[src/rtl/motor_drv_pkg.sv]
// Shared encodings for the H-bridge motor driver: channel states, command codes
// and bridge leg indices.
package motor_drv_pkg;

  typedef logic [1:0] ch_state_t;

  localparam ch_state_t ST_OFF  = 2'd0;
  localparam ch_state_t ST_DEAD = 2'd1;
  localparam ch_state_t ST_RAMP = 2'd2;
  localparam ch_state_t ST_RUN  = 2'd3;

  localparam logic [1:0] CMD_COAST = 2'b00;
  localparam logic [1:0] CMD_REV   = 2'b01;
  localparam logic [1:0] CMD_FWD   = 2'b10;
  localparam logic [1:0] CMD_ILL   = 2'b11;

  localparam int LEG_FWD = 1;
  localparam int LEG_REV = 0;

  // Only the leg selected by the direction can ever be driven.
  function automatic logic [1:0] leg_drive(input logic fwd, input logic on);
    logic [1:0] legs;
    legs = 2'b00;
    if (fwd) begin
      legs[LEG_FWD] = on;
    end else begin
      legs[LEG_REV] = on;
    end
    return legs;
  endfunction

endpackage

[src/rtl/motor_hbridge_driver_if.sv]
// Command/status bundle between the microbot controller (master) and the
// H-bridge driver (slave).
interface motor_hbridge_driver_if #(
  parameter int PWM_BITS = 8
);
  logic                enable;
  logic [1:0]          cmd_a;
  logic [1:0]          cmd_b;
  logic [PWM_BITS-1:0] duty_max;
  logic [1:0]          hb_a;
  logic [1:0]          hb_b;
  logic                busy;
  logic                fault;

  modport master (
    output enable, cmd_a, cmd_b, duty_max,
    input  hb_a, hb_b, busy, fault
  );

  modport slave (
    input  enable, cmd_a, cmd_b, duty_max,
    output hb_a, hb_b, busy, fault
  );
endinterface

[src/rtl/hbridge_channel.sv]
// One motor channel: OFF/DEAD/RAMP/RUN state machine with dead-time, duty ramp
// and registered PWM-gated leg outputs.
module hbridge_channel
  import motor_drv_pkg::*;
#(
  parameter int PWM_BITS     = 8,
  parameter int DEADTIME_CYC = 16,
  parameter int RAMP_STEP    = 8
) (
  input  logic                clk,
  input  logic                reset,
  input  logic                enable,
  input  logic                ramp_tick,
  input  logic [PWM_BITS-1:0] pwm_cnt,
  input  logic [1:0]          cmd,
  input  logic [PWM_BITS-1:0] duty_max,
  output logic [1:0]          hb,
  output logic                busy,
  output logic                ill
);

  localparam int DW = (DEADTIME_CYC > 1) ? $clog2(DEADTIME_CYC) : 1;
  localparam logic [DW-1:0]     DEAD_LOAD = DW'(DEADTIME_CYC - 1);
  localparam logic [PWM_BITS:0] STEP_EXT  = (PWM_BITS + 1)'(RAMP_STEP);

  ch_state_t           state_r, state_s;
  logic                dir_fwd_r, dir_fwd_s;
  logic [DW-1:0]       dead_cnt_r, dead_cnt_s;
  logic [PWM_BITS-1:0] duty_r, duty_s;
  logic [1:0]          hb_r, hb_s;
  logic                busy_r, busy_s;
  logic [1:0]          cmd_eff_s;
  logic                want_fwd_s;
  logic                reverse_s;
  logic [PWM_BITS:0]   ramp_sum_s;

  assign ill        = (cmd == CMD_ILL);
  assign cmd_eff_s  = ill ? CMD_COAST : cmd;
  assign want_fwd_s = (cmd_eff_s == CMD_FWD);
  assign reverse_s  = (want_fwd_s != dir_fwd_r);
  // One spare bit so the ramp saturates instead of wrapping.
  assign ramp_sum_s = {1'b0, duty_r} + STEP_EXT;

  // Next-state, direction, dead-time and duty; command changes take priority.
  always_comb begin
    state_s    = state_r;
    dir_fwd_s  = dir_fwd_r;
    dead_cnt_s = dead_cnt_r;
    duty_s     = duty_r;
    if (!enable || (cmd_eff_s == CMD_COAST)) begin
      state_s = ST_OFF;
      duty_s  = '0;
    end else begin
      case (state_r)
        ST_OFF: begin
          state_s    = ST_DEAD;
          dir_fwd_s  = want_fwd_s;
          dead_cnt_s = DEAD_LOAD;
          duty_s     = '0;
        end
        ST_DEAD: begin
          if (reverse_s) begin
            dir_fwd_s  = want_fwd_s;
            dead_cnt_s = DEAD_LOAD;
          end else if (dead_cnt_r == '0) begin
            state_s = ST_RAMP;
            duty_s  = '0;
          end else begin
            dead_cnt_s = dead_cnt_r - 1'b1;
          end
        end
        ST_RAMP: begin
          if (reverse_s) begin
            state_s    = ST_DEAD;
            dir_fwd_s  = want_fwd_s;
            dead_cnt_s = DEAD_LOAD;
            duty_s     = '0;
          end else if (duty_r >= duty_max) begin
            state_s = ST_RUN;
            duty_s  = duty_max;
          end else if (ramp_tick) begin
            duty_s = (ramp_sum_s >= {1'b0, duty_max}) ? duty_max : ramp_sum_s[PWM_BITS-1:0];
          end else begin
            duty_s = duty_r;
          end
        end
        ST_RUN: begin
          if (reverse_s) begin
            state_s    = ST_DEAD;
            dir_fwd_s  = want_fwd_s;
            dead_cnt_s = DEAD_LOAD;
            duty_s     = '0;
          end else if (duty_max > duty_r) begin
            state_s = ST_RAMP;
          end else begin
            duty_s = duty_max;
          end
        end
        default: begin
          state_s = ST_OFF;
          duty_s  = '0;
        end
      endcase
    end
  end

  // Legs follow the next state so a stop or reversal drops them on the very next edge.
  always_comb begin
    if ((state_s == ST_RAMP) || (state_s == ST_RUN)) begin
      hb_s = leg_drive(dir_fwd_s, pwm_cnt < duty_s);
    end else begin
      hb_s = 2'b00;
    end
    busy_s = (state_s == ST_DEAD) || (state_s == ST_RAMP);
  end

  // Channel state and registered outputs.
  always_ff @(posedge clk or posedge reset) begin
    if (reset) begin
      state_r    <= ST_OFF;
      dir_fwd_r  <= 1'b0;
      dead_cnt_r <= '0;
      duty_r     <= '0;
      hb_r       <= 2'b00;
      busy_r     <= 1'b0;
    end else begin
      state_r    <= state_s;
      dir_fwd_r  <= dir_fwd_s;
      dead_cnt_r <= dead_cnt_s;
      duty_r     <= duty_s;
      hb_r       <= hb_s;
      busy_r     <= busy_s;
    end
  end

  assign hb   = hb_r;
  assign busy = busy_r;

endmodule

[src/rtl/motor_hbridge_driver.sv]
// Two-channel H-bridge driver: shared PWM counter and ramp prescaler feeding
// one hbridge_channel per motor, plus sticky fault and busy summary.
module motor_hbridge_driver
  import motor_drv_pkg::*;
#(
  parameter int PWM_BITS     = 8,
  parameter int DEADTIME_CYC = 16,
  parameter int RAMP_DIV     = 64,
  parameter int RAMP_STEP    = 8
) (
  input logic                   clk,
  input logic                   reset,
  motor_hbridge_driver_if.slave bus
);

  localparam int PRW = (RAMP_DIV > 1) ? $clog2(RAMP_DIV) : 1;
  localparam logic [PRW-1:0] PRESC_LAST = PRW'(RAMP_DIV - 1);

  logic [PWM_BITS-1:0] pwm_cnt_r;
  logic [PRW-1:0]      presc_r;
  logic                ramp_tick_s;
  logic                fault_r;
  logic                busy_a_s, busy_b_s;
  logic                ill_a_s, ill_b_s;

  assign ramp_tick_s = (presc_r == PRESC_LAST);

  // Free-running PWM counter, ramp prescaler and sticky illegal-command flag.
  always_ff @(posedge clk or posedge reset) begin
    if (reset) begin
      pwm_cnt_r <= '0;
      presc_r   <= '0;
      fault_r   <= 1'b0;
    end else begin
      pwm_cnt_r <= pwm_cnt_r + 1'b1;
      presc_r   <= ramp_tick_s ? '0 : presc_r + 1'b1;
      fault_r   <= fault_r | ill_a_s | ill_b_s;
    end
  end

  hbridge_channel #(
    .PWM_BITS    (PWM_BITS),
    .DEADTIME_CYC(DEADTIME_CYC),
    .RAMP_STEP   (RAMP_STEP)
  ) u_chan_a (
    .clk      (clk),
    .reset    (reset),
    .enable   (bus.enable),
    .ramp_tick(ramp_tick_s),
    .pwm_cnt  (pwm_cnt_r),
    .cmd      (bus.cmd_a),
    .duty_max (bus.duty_max),
    .hb       (bus.hb_a),
    .busy     (busy_a_s),
    .ill      (ill_a_s)
  );

  hbridge_channel #(
    .PWM_BITS    (PWM_BITS),
    .DEADTIME_CYC(DEADTIME_CYC),
    .RAMP_STEP   (RAMP_STEP)
  ) u_chan_b (
    .clk      (clk),
    .reset    (reset),
    .enable   (bus.enable),
    .ramp_tick(ramp_tick_s),
    .pwm_cnt  (pwm_cnt_r),
    .cmd      (bus.cmd_b),
    .duty_max (bus.duty_max),
    .hb       (bus.hb_b),
    .busy     (busy_b_s),
    .ill      (ill_b_s)
  );

  assign bus.busy  = busy_a_s | busy_b_s;
  assign bus.fault = fault_r;

endmodule

[src/flat_wrapper.sv]
// flat-port wrapper written by rule: the top's interface ports become plain ports
module motor_hbridge_driver_flat import motor_drv_pkg::*;
#(
  parameter int PWM_BITS     = 8,
  parameter int DEADTIME_CYC = 16,
  parameter int RAMP_DIV     = 64,
  parameter int RAMP_STEP    = 8
)
  (clk, reset, bus_enable, bus_cmd_a, bus_cmd_b, bus_duty_max, bus_hb_a, bus_hb_b, bus_busy, bus_fault);
  motor_hbridge_driver_if #(.PWM_BITS(PWM_BITS)) bus_i ();
  input logic clk;
  input logic reset;
  input wire logic [$bits(bus_i.enable)-1:0] bus_enable;
  input wire logic [$bits(bus_i.cmd_a)-1:0] bus_cmd_a;
  input wire logic [$bits(bus_i.cmd_b)-1:0] bus_cmd_b;
  input wire logic [$bits(bus_i.duty_max)-1:0] bus_duty_max;
  output wire logic [$bits(bus_i.hb_a)-1:0] bus_hb_a;
  output wire logic [$bits(bus_i.hb_b)-1:0] bus_hb_b;
  output wire logic [$bits(bus_i.busy)-1:0] bus_busy;
  output wire logic [$bits(bus_i.fault)-1:0] bus_fault;
  assign bus_i.enable = bus_enable;
  assign bus_i.cmd_a = bus_cmd_a;
  assign bus_i.cmd_b = bus_cmd_b;
  assign bus_i.duty_max = bus_duty_max;
  assign bus_hb_a = bus_i.hb_a;
  assign bus_hb_b = bus_i.hb_b;
  assign bus_busy = bus_i.busy;
  assign bus_fault = bus_i.fault;
  motor_hbridge_driver #(.PWM_BITS(PWM_BITS), .DEADTIME_CYC(DEADTIME_CYC), .RAMP_DIV(RAMP_DIV), .RAMP_STEP(RAMP_STEP)) u_core (.clk(clk), .reset(reset), .bus(bus_i));
endmodule
[config.mk]
export PLATFORM = sky130hd
export DESIGN_NAME = motor_hbridge_driver_flat
export DESIGN_NICKNAME = d
export VERILOG_FILES = /design/src/rtl/motor_drv_pkg.sv /design/src/rtl/motor_hbridge_driver_if.sv /design/src/rtl/hbridge_channel.sv /design/src/rtl/motor_hbridge_driver.sv /design/src/flat_wrapper.sv
export SDC_FILE = /design/constraint.sdc
export NUM_CORES = 1
export LEC_CHECK = 0
export BUFFER_PORTS_ARGS = -buffer_cell sky130_fd_sc_hd__clkbuf_2
export CORE_MARGIN = 8
export CORE_UTILIZATION = 25
export DETAILED_ROUTE_END_ITERATION = 8
export PLACE_DENSITY_LB_ADDON = 0.3
export RECOVER_POWER = 25
export SKIP_CTS_REPAIR_TIMING = 1
export SLEW_MARGIN = 25
export SYNTH_ARGS = -nofsm -noshare
export SYNTH_HDL_FRONTEND = slang
export SYNTH_SLANG_ARGS = --single-unit
[constraint.sdc]
create_clock -name clk -period 5.4 [get_ports clk]
set_input_delay 1.08 -clock clk [delete_from_list [all_inputs] [get_ports clk]]
set_output_delay 1.08 -clock clk [all_outputs]
set_load 0.01 [all_outputs]
==> impl_metrics.tcl, run 1 <==
set metrics [dict create \
    cts_tree "done" \
    n_antenna_cell 0 \
    hp-start "u_core.u_chan_b.dead_cnt_r[3]$_DFFE_PP0P_" \
    syn_area_sq_um 4230 \
    grt-ovfl-total 0 \
    seq_area_sq_um 1280 \
    synth.avg_cell_area_sq_um 9.09 \
    htree_levels 2 \
    io_buffers 20 \
    crit_type "primary input to flip-flop" \
    worst_r2r_endpoint "u_core.u_chan_a.hb[1]$_DFF_PP0_" \
    fillers 1766 \
    worstMarginPinSlew_ns 2.92 \
    synth_edf_count 0 \
    arrival_ns 4.80 \
    floorplan.initialDensity 0.255 \
    status "finished, violations left" \
    drcViolationCount 0 \
    final_max_slew_viol_count 52 \
    cts.sinks 51 \
    place_area_sq_um 4600 \
    cts-root-buf "clkbuf_16" \
    dieHeight_um 146 \
    grt_pass1_vias 3463 \
    period_share 0.852 \
    dp_hpwl_um 8980 \
    finish.utilization 0.286 \
    synthArstFlopShare 1.00 \
    max_cap_viol_count 1 \
    endpoint "u_core.u_chan_a.hb[1]$_DFF_PP0_" \
    fmax_ghz 0.217 \
    fin_area_sq_um 4740 \
    worstPathMaxFanout 8 \
    rows 47 \
    p_leak_uw 0.00206 \
    end_kind "flip-flop" \
    r2r-start "u_core.u_chan_a.duty_r[5]$_DFF_PP0_" \
    power_density_nw_per_um2 179 \
    synth_flop_cell "dfrtp_1" \
    multi_input_area_sq_um 2750 \
    setup.worst_path.start "bus_duty_max[6]" \
    syn_inst 466 \
    syn_to_final_growth_pct 11.9 \
    crit_path_start_kind "primary input" \
    min_path_cells 1 \
    rsz0062_at_grt "no" \
    clock_latency_ns 0.30 \
    via_per_inst 5.07 \
    nets 564 \
    r2r_slack_ns 0.85 \
    syn_nets 541 \
    vdd_drop_max_mv 0.103 \
    hold_violations 0 \
    gp_congestion 0.855 \
    detailroute.via_count 3601 \
    clk_pin_slew_ns 0.07 \
    wirelength_um 11300 \
    drt_first_pass_iters 4 \
    setup_viol 0 \
    finalCriticalPeriod_ns 4.60 \
    worst_r2r_path_depth 19 \
    layout-drive-gt1-share 0.114 \
    ios 21 \
    max-slew-margin-rel -0.948 \
    finClkSkew_ns 0.00983 \
    hp-class "flip-flop to flip-flop" \
    cts_buffers 5 \
    antenna_found_initial 0 \
    drtAntennaViolNets 0 \
    yosysSeqAreaShare 0.301 \
    yosys_warnings 0 \
    tns_ns 0 \
    postSynthRegisterBits 51 \
    coreArea_sq_um 16600 \
    die_w_um 146 \
    die_area_sq_um 21400 \
    wl_per_cell_um 15.9 \
    grt_use_total 0.106 \
    grt_max_degree 52 \
    ys_types 75 \
    required_ns 5.60 \
    grt_pass1_wl_um 18400 \
    drt_iter0_markers 291 \
    clock_path_buffers 2 \
    violations "capacitance limit, slew limit" \
]
==> logic make-up after synthesis <==
kind of cell	Yosys count	share of synthesized area
flip-flops	51	0.301
XOR/XNOR	18	0.0390
buffers and inverters	53	0.0496
AND/OR/NAND/NOR	137	0.164
AO/OA/AOI/OAI	139	0.249
multiplexers	8	0.0198
adder cells (fa/ha/maj)	60	0.177
==> how the worst min path moves through the flow <==
stage                                                      endpoint  slack [ns]
after floorplan           u_core.u_chan_b.dead_cnt_r[3]$_DFFE_PP0P_        0.44
final                     u_core.u_chan_b.dead_cnt_r[3]$_DFFE_PP0P_        0.49
after global routing      u_core.u_chan_b.dead_cnt_r[3]$_DFFE_PP0P_        0.50
after CTS                 u_core.u_chan_b.dead_cnt_r[3]$_DFFE_PP0P_        0.49
after detailed placement                 u_core.bus.fault$_DFF_PP0_        0.48
after global placement    u_core.u_chan_b.dead_cnt_r[3]$_DFFE_PP0P_        0.46
==> synth_stat cells (4+ instances only) <==
master / n / area (sq um)
xnor2_1: 10 / 87.6
mux2i_1: 5 / 50.1
nand3_1: 18 / 90.1
nor3_1: 11 / 55.1
o21ai_0: 15 / 75.1
a211oi_2: 4 / 50.1
a31oi_1: 7 / 43.8
nand2_1: 29 / 109
and2_1: 4 / 25.0
clkbuf_1: 5 / 18.8
a211oi_1: 9 / 67.6
o21a_1: 5 / 37.5
a211o_1: 5 / 43.8
a21oi_1: 30 / 150
a21o_1: 13 / 97.6
ha_1: 60 / 751
nor2b_1: 6 / 37.5
xor2_1: 7 / 61.3
a221oi_1: 4 / 35.0
nand2b_1: 6 / 37.5
inv_1: 43 / 161
nor2_1: 37 / 139
dfrtp_1: 51 / 1280
nand4_1: 4 / 25.0
==> cell usage in the layout, fill, tap and decap left out, drive strengths merged, types with 3 or more instances in the layout <==
master and n:
ha 60, dfrtp 51, inv 43, nor2 37
a21oi 31, nand2 29, clkbuf 28, o21ai 19
nand3 18, nor3 14, a211oi 14, a21o 13
xnor2 11, a31oi 9, xor2 7, nor2b 6
nand2b 6, a211o 5, o21a 5, mux2i 5
and2 4, nand4 4, a221oi 4, nor3b 4
and4 3, a41o 3, and3 3, o22ai 3
a221o 3, mux2 3, buf 3, or2 3
==> layer usage <==
| metal | wire length [um] | track usage |
|---|---|---|
| met1 | 5610 | 0.148 |
| met2 | 5040 | 0.161 |
| met5 | 0 | 0 |
| met4 | 167 | 0.0319 |
| met3 | 460 | 0.0219 |
==> registers in the layout, summed over array words and instances, names as in the netlist <==
register                    cells
u_core.u_chan_a.dead_cnt_r      4
u_core.u_chan_b.dead_cnt_r      4
u_core.u_chan_b.duty_r          8
u_core.u_chan_b.state_r         2
u_core.u_chan_a.duty_r          8
u_core.presc_r                  6
u_core.u_chan_b.hb              2
u_core.pwm_cnt_r                8
u_core.u_chan_a.hb              2
u_core.u_chan_b.busy            1
u_core.u_chan_a.state_r         2
u_core.bus.fault                1
u_core.u_chan_b.dir_fwd_r       1
u_core.u_chan_a.dir_fwd_r       1
u_core.u_chan_a.busy            1
==> area by class of cell <==
class / count / area share
sequential: 51 / 0.269
clock buffer: 6 / 0.0272
multi-input combinational: 362 / 0.580
timing repair buffer: 25 / 0.0275
clock inverter: 2 / 0.00264
tap: 220 / 0.0581
inverter: 44 / 0.0351
==> stage by stage <==
step           cells  total power (uW)  hold WS, ns  setup WS (ns)
2_1_floorplan    466               490        0.437           1.15
3_3_place_gp     702               529        0.459          0.605
3_5_place_dp     702               533        0.476          0.581
4_1_cts          710               861        0.489          0.851
5_1_grt          710               895        0.502          0.550
6_report         710               849        0.490          0.801
==> worst max-delay path, stage by stage <==
cell and delay [ns]:
clkbuf_2 0.19, inv_1 0.10, ha_1 0.36, a21oi_1 0.16, nor2b_1 0.06, a311o_1 0.36, a41oi_4 0.32, mux2i_1 0.26
a211oi_2 0.10, a221oi_1 0.26, ha_1 0.30, a21o_1 0.16, a21o_1 0.17, a211oi_1 0.27, o21ai_0 0.18, o211ai_1 0.16
a311oi_2 0.08, nor2_1 0.22
==> report_power, final <==
group          switching [uW]  internal, uW  leakage [uW]  total (uW)
clock                     153           172     0.0000669         325
combinational            81.2          43.7       0.00136         125
sequential               8.78           390      0.000633         399
total                     243           606       0.00206         849
Note: power is estimated with default switching activity, not from simulation.
==> inputs of run 2 (changes only) <==
Settings changed: PLACE_DENSITY from default to 0.42, PLACE_DENSITY_LB_ADDON 0.3 to default.
==> impl_metrics.tcl, run 2 (synthesis gave the netlist of run 1 again) <==
set metrics [dict create \
    finClkSkew_ns 0.0115 \
    finish.utilization 0.287 \
    r2r-start "u_core.u_chan_a.duty_r[5]$_DFF_PP0_" \
    gp_congestion 0.827 \
    instances_no_fill 709 \
    place_area_sq_um 4600 \
    n_antenna_cell 0 \
    floorplan.initialDensity 0.255 \
    grt_pass1_wl_um 19100 \
    period_share 0.881 \
    required_ns 5.64 \
    setup.worst_path.start "bus_duty_max[6]" \
    crit_family "compound AO/OA/AOI/OAI gates" \
    max_cap_viol_count 1 \
    die_w_um 146 \
    vdd_drop_max_mv 0.153 \
    tns_ns 0 \
    io_buffers 20 \
    max-slew-margin-rel -0.975 \
    path_depth 18 \
    worst_r2r_endpoint "u_core.u_chan_a.hb[0]$_DFF_PP0_" \
    critPathSlowestCell "a221oi_1" \
    die_area_sq_um 21400 \
    fmax_ghz 0.210 \
    arrival_ns 4.99 \
    worstPathMaxFanout 8 \
    grt-ovfl-total 0 \
    rows 47 \
    worstPathCellList "clkbuf_2 -> inv_1 -> ha_1 -> a21oi_1 -> nor2b_1 -> a311o_1 -> a41oi_4 -> mux2i_1 -> a211oi_2 -> a221oi_1 -> ha_1 -> a21o_1 -> a21o_1 -> a211oi_1 -> o21ai_0 -> o211ai_1 -> a311oi_2 -> nor3b_2" \
    cts_tree "done" \
    cts_buffers 5 \
    endpoint "u_core.u_chan_a.hb[0]$_DFF_PP0_" \
    power_density_nw_per_um2 189 \
    hp-start "u_core.u_chan_b.dead_cnt_r[3]$_DFFE_PP0P_" \
    grt_use_total 0.112 \
    worstMarginPinSlew_ns 2.96 \
    wirelength_um 11800 \
    antenna_found_initial 0 \
    coreArea_sq_um 16600 \
    via_per_inst 5.04 \
    finalCriticalPeriod_ns 4.76 \
    mostFrequentLayoutCells "ha_1 (60), dfrtp_1 (51), inv_1 (43)" \
    syn_to_final_growth_pct 12.3 \
    rsz0062_at_grt "no" \
    clk_pin_slew_ns 0.08 \
    drtAntennaViolNets 0 \
    clock_path_buffers 2 \
    final_max_slew_viol_count 52 \
    setup_viol 0 \
    grt_pass1_vias 3416 \
    status "finished, violations left" \
    top_regs "u_core.pwm_cnt_r: 8 flops, u_core.u_chan_a.duty_r: 8 flops, u_core.u_chan_b.duty_r: 8 flops" \
    ios 21 \
    wl_per_cell_um 16.7 \
    violations "capacitance limit, slew limit" \
    slowest_delay_ns 0.39 \
    grt_max_degree 52 \
    cts.sinks 51 \
    crit_path_start_kind "primary input" \
    crit_type "primary input to flip-flop" \
    end_kind "flip-flop" \
    cp_num_buf_inv 2 \
    clock_latency_ns 0.31 \
    mostFrequentLayoutCell "ha_1" \
    fin_area_sq_um 4750 \
    layout-drive-gt1-share 0.112 \
    detailroute.via_count 3576 \
    drt_first_pass_iters 6 \
    cts-root-buf "clkbuf_16" \
    drt_iter0_markers 167 \
    drcViolationCount 0 \
    r2r_slack_ns 0.71 \
    dp_hpwl_um 9400 \
    hold_violations 0 \
    nets 564 \
    htree_levels 2 \
    hp-class "flip-flop to flip-flop" \
    p_leak_uw 0.00207 \
    worst_r2r_path_depth 19 \
    dieHeight_um 146 \
    dp.cells 702 \
]
## run 2: worst reg2reg max path, stage by stage (launching register included)
cell,delay [ns]
dfrtp_1,0.50
clkinv_2,0.11
nor3_2,0.24
xnor2_1,0.18
ha_1,0.32
a21oi_1,0.18
nor2b_1,0.07
a311o_1,0.37
a41oi_4,0.34
mux2i_1,0.28
a211oi_2,0.10
a221oi_1,0.39
ha_1,0.32
a21o_1,0.16
a21o_1,0.17
a211oi_1,0.27
o21ai_0,0.20
o211ai_1,0.16
a311oi_2,0.08
nor3b_2,0.17
## run 2: power breakdown
| group | leakage, uW | internal [uW] | switching [uW] |
|---|---|---|---|
| Clock | 0.0000769 | 217 | 157 |
| Combinational | 0.00136 | 43.8 | 81.0 |
| Sequential | 0.000633 | 390 | 9.06 |
| Total | 0.00207 | 651 | 247 |
## run 2: worst min path at each step
stage / to / slack, ns / cells after the start
after floorplan: u_core.u_chan_b.dead_cnt_r[3]$_DFFE_PP0P_ / 0.44 / 1
after global placement: u_core.u_chan_b.dead_cnt_r[3]$_DFFE_PP0P_ / 0.46 / 1
after detailed placement: u_core.u_chan_b.dead_cnt_r[3]$_DFFE_PP0P_ / 0.48 / 1
after CTS: u_core.u_chan_b.dead_cnt_r[3]$_DFFE_PP0P_ / 0.49 / 1
after global routing: u_core.bus.fault$_DFF_PP0_ / 0.52 / 1
final: u_core.u_chan_b.dead_cnt_r[3]$_DFFE_PP0P_ / 0.48 / 1
## run 2: layer usage
layer	share of wire	vias to the layer above	wire, um	track usage
met5	0	-	0	0
met2	0.43	84	5120	0.169
li1	-	1762	-	-
met1	0.52	1714	6100	0.160
met4	0.019	0	220	0.0355
met3	0.032	16	383	0.0182
## run 2: layout make-up
type | instances | area, sq um
fillers | 1776 | 11800
multi-input cells | 362 | 2750
flip-flops and latches | 51 | 1280
well taps | 220 | 275
inverters | 44 | 166
repair buffers | 25 | 130
clock buffers | 6 | 129
clock inverters | 1 | 30.0
## run 2: stage by stage
| step | setup WS, ns | hold WS (ns) | total power, uW |
|---|---|---|---|
| after floorplan | 1.15 | 0.437 | 490 |
| after global routing | 0.393 | 0.522 | 942 |
| final | 0.643 | 0.485 | 898 |
| after detailed placement | 0.387 | 0.477 | 534 |
| after global placement | 0.498 | 0.465 | 531 |
| after CTS | 0.711 | 0.491 | 918 |
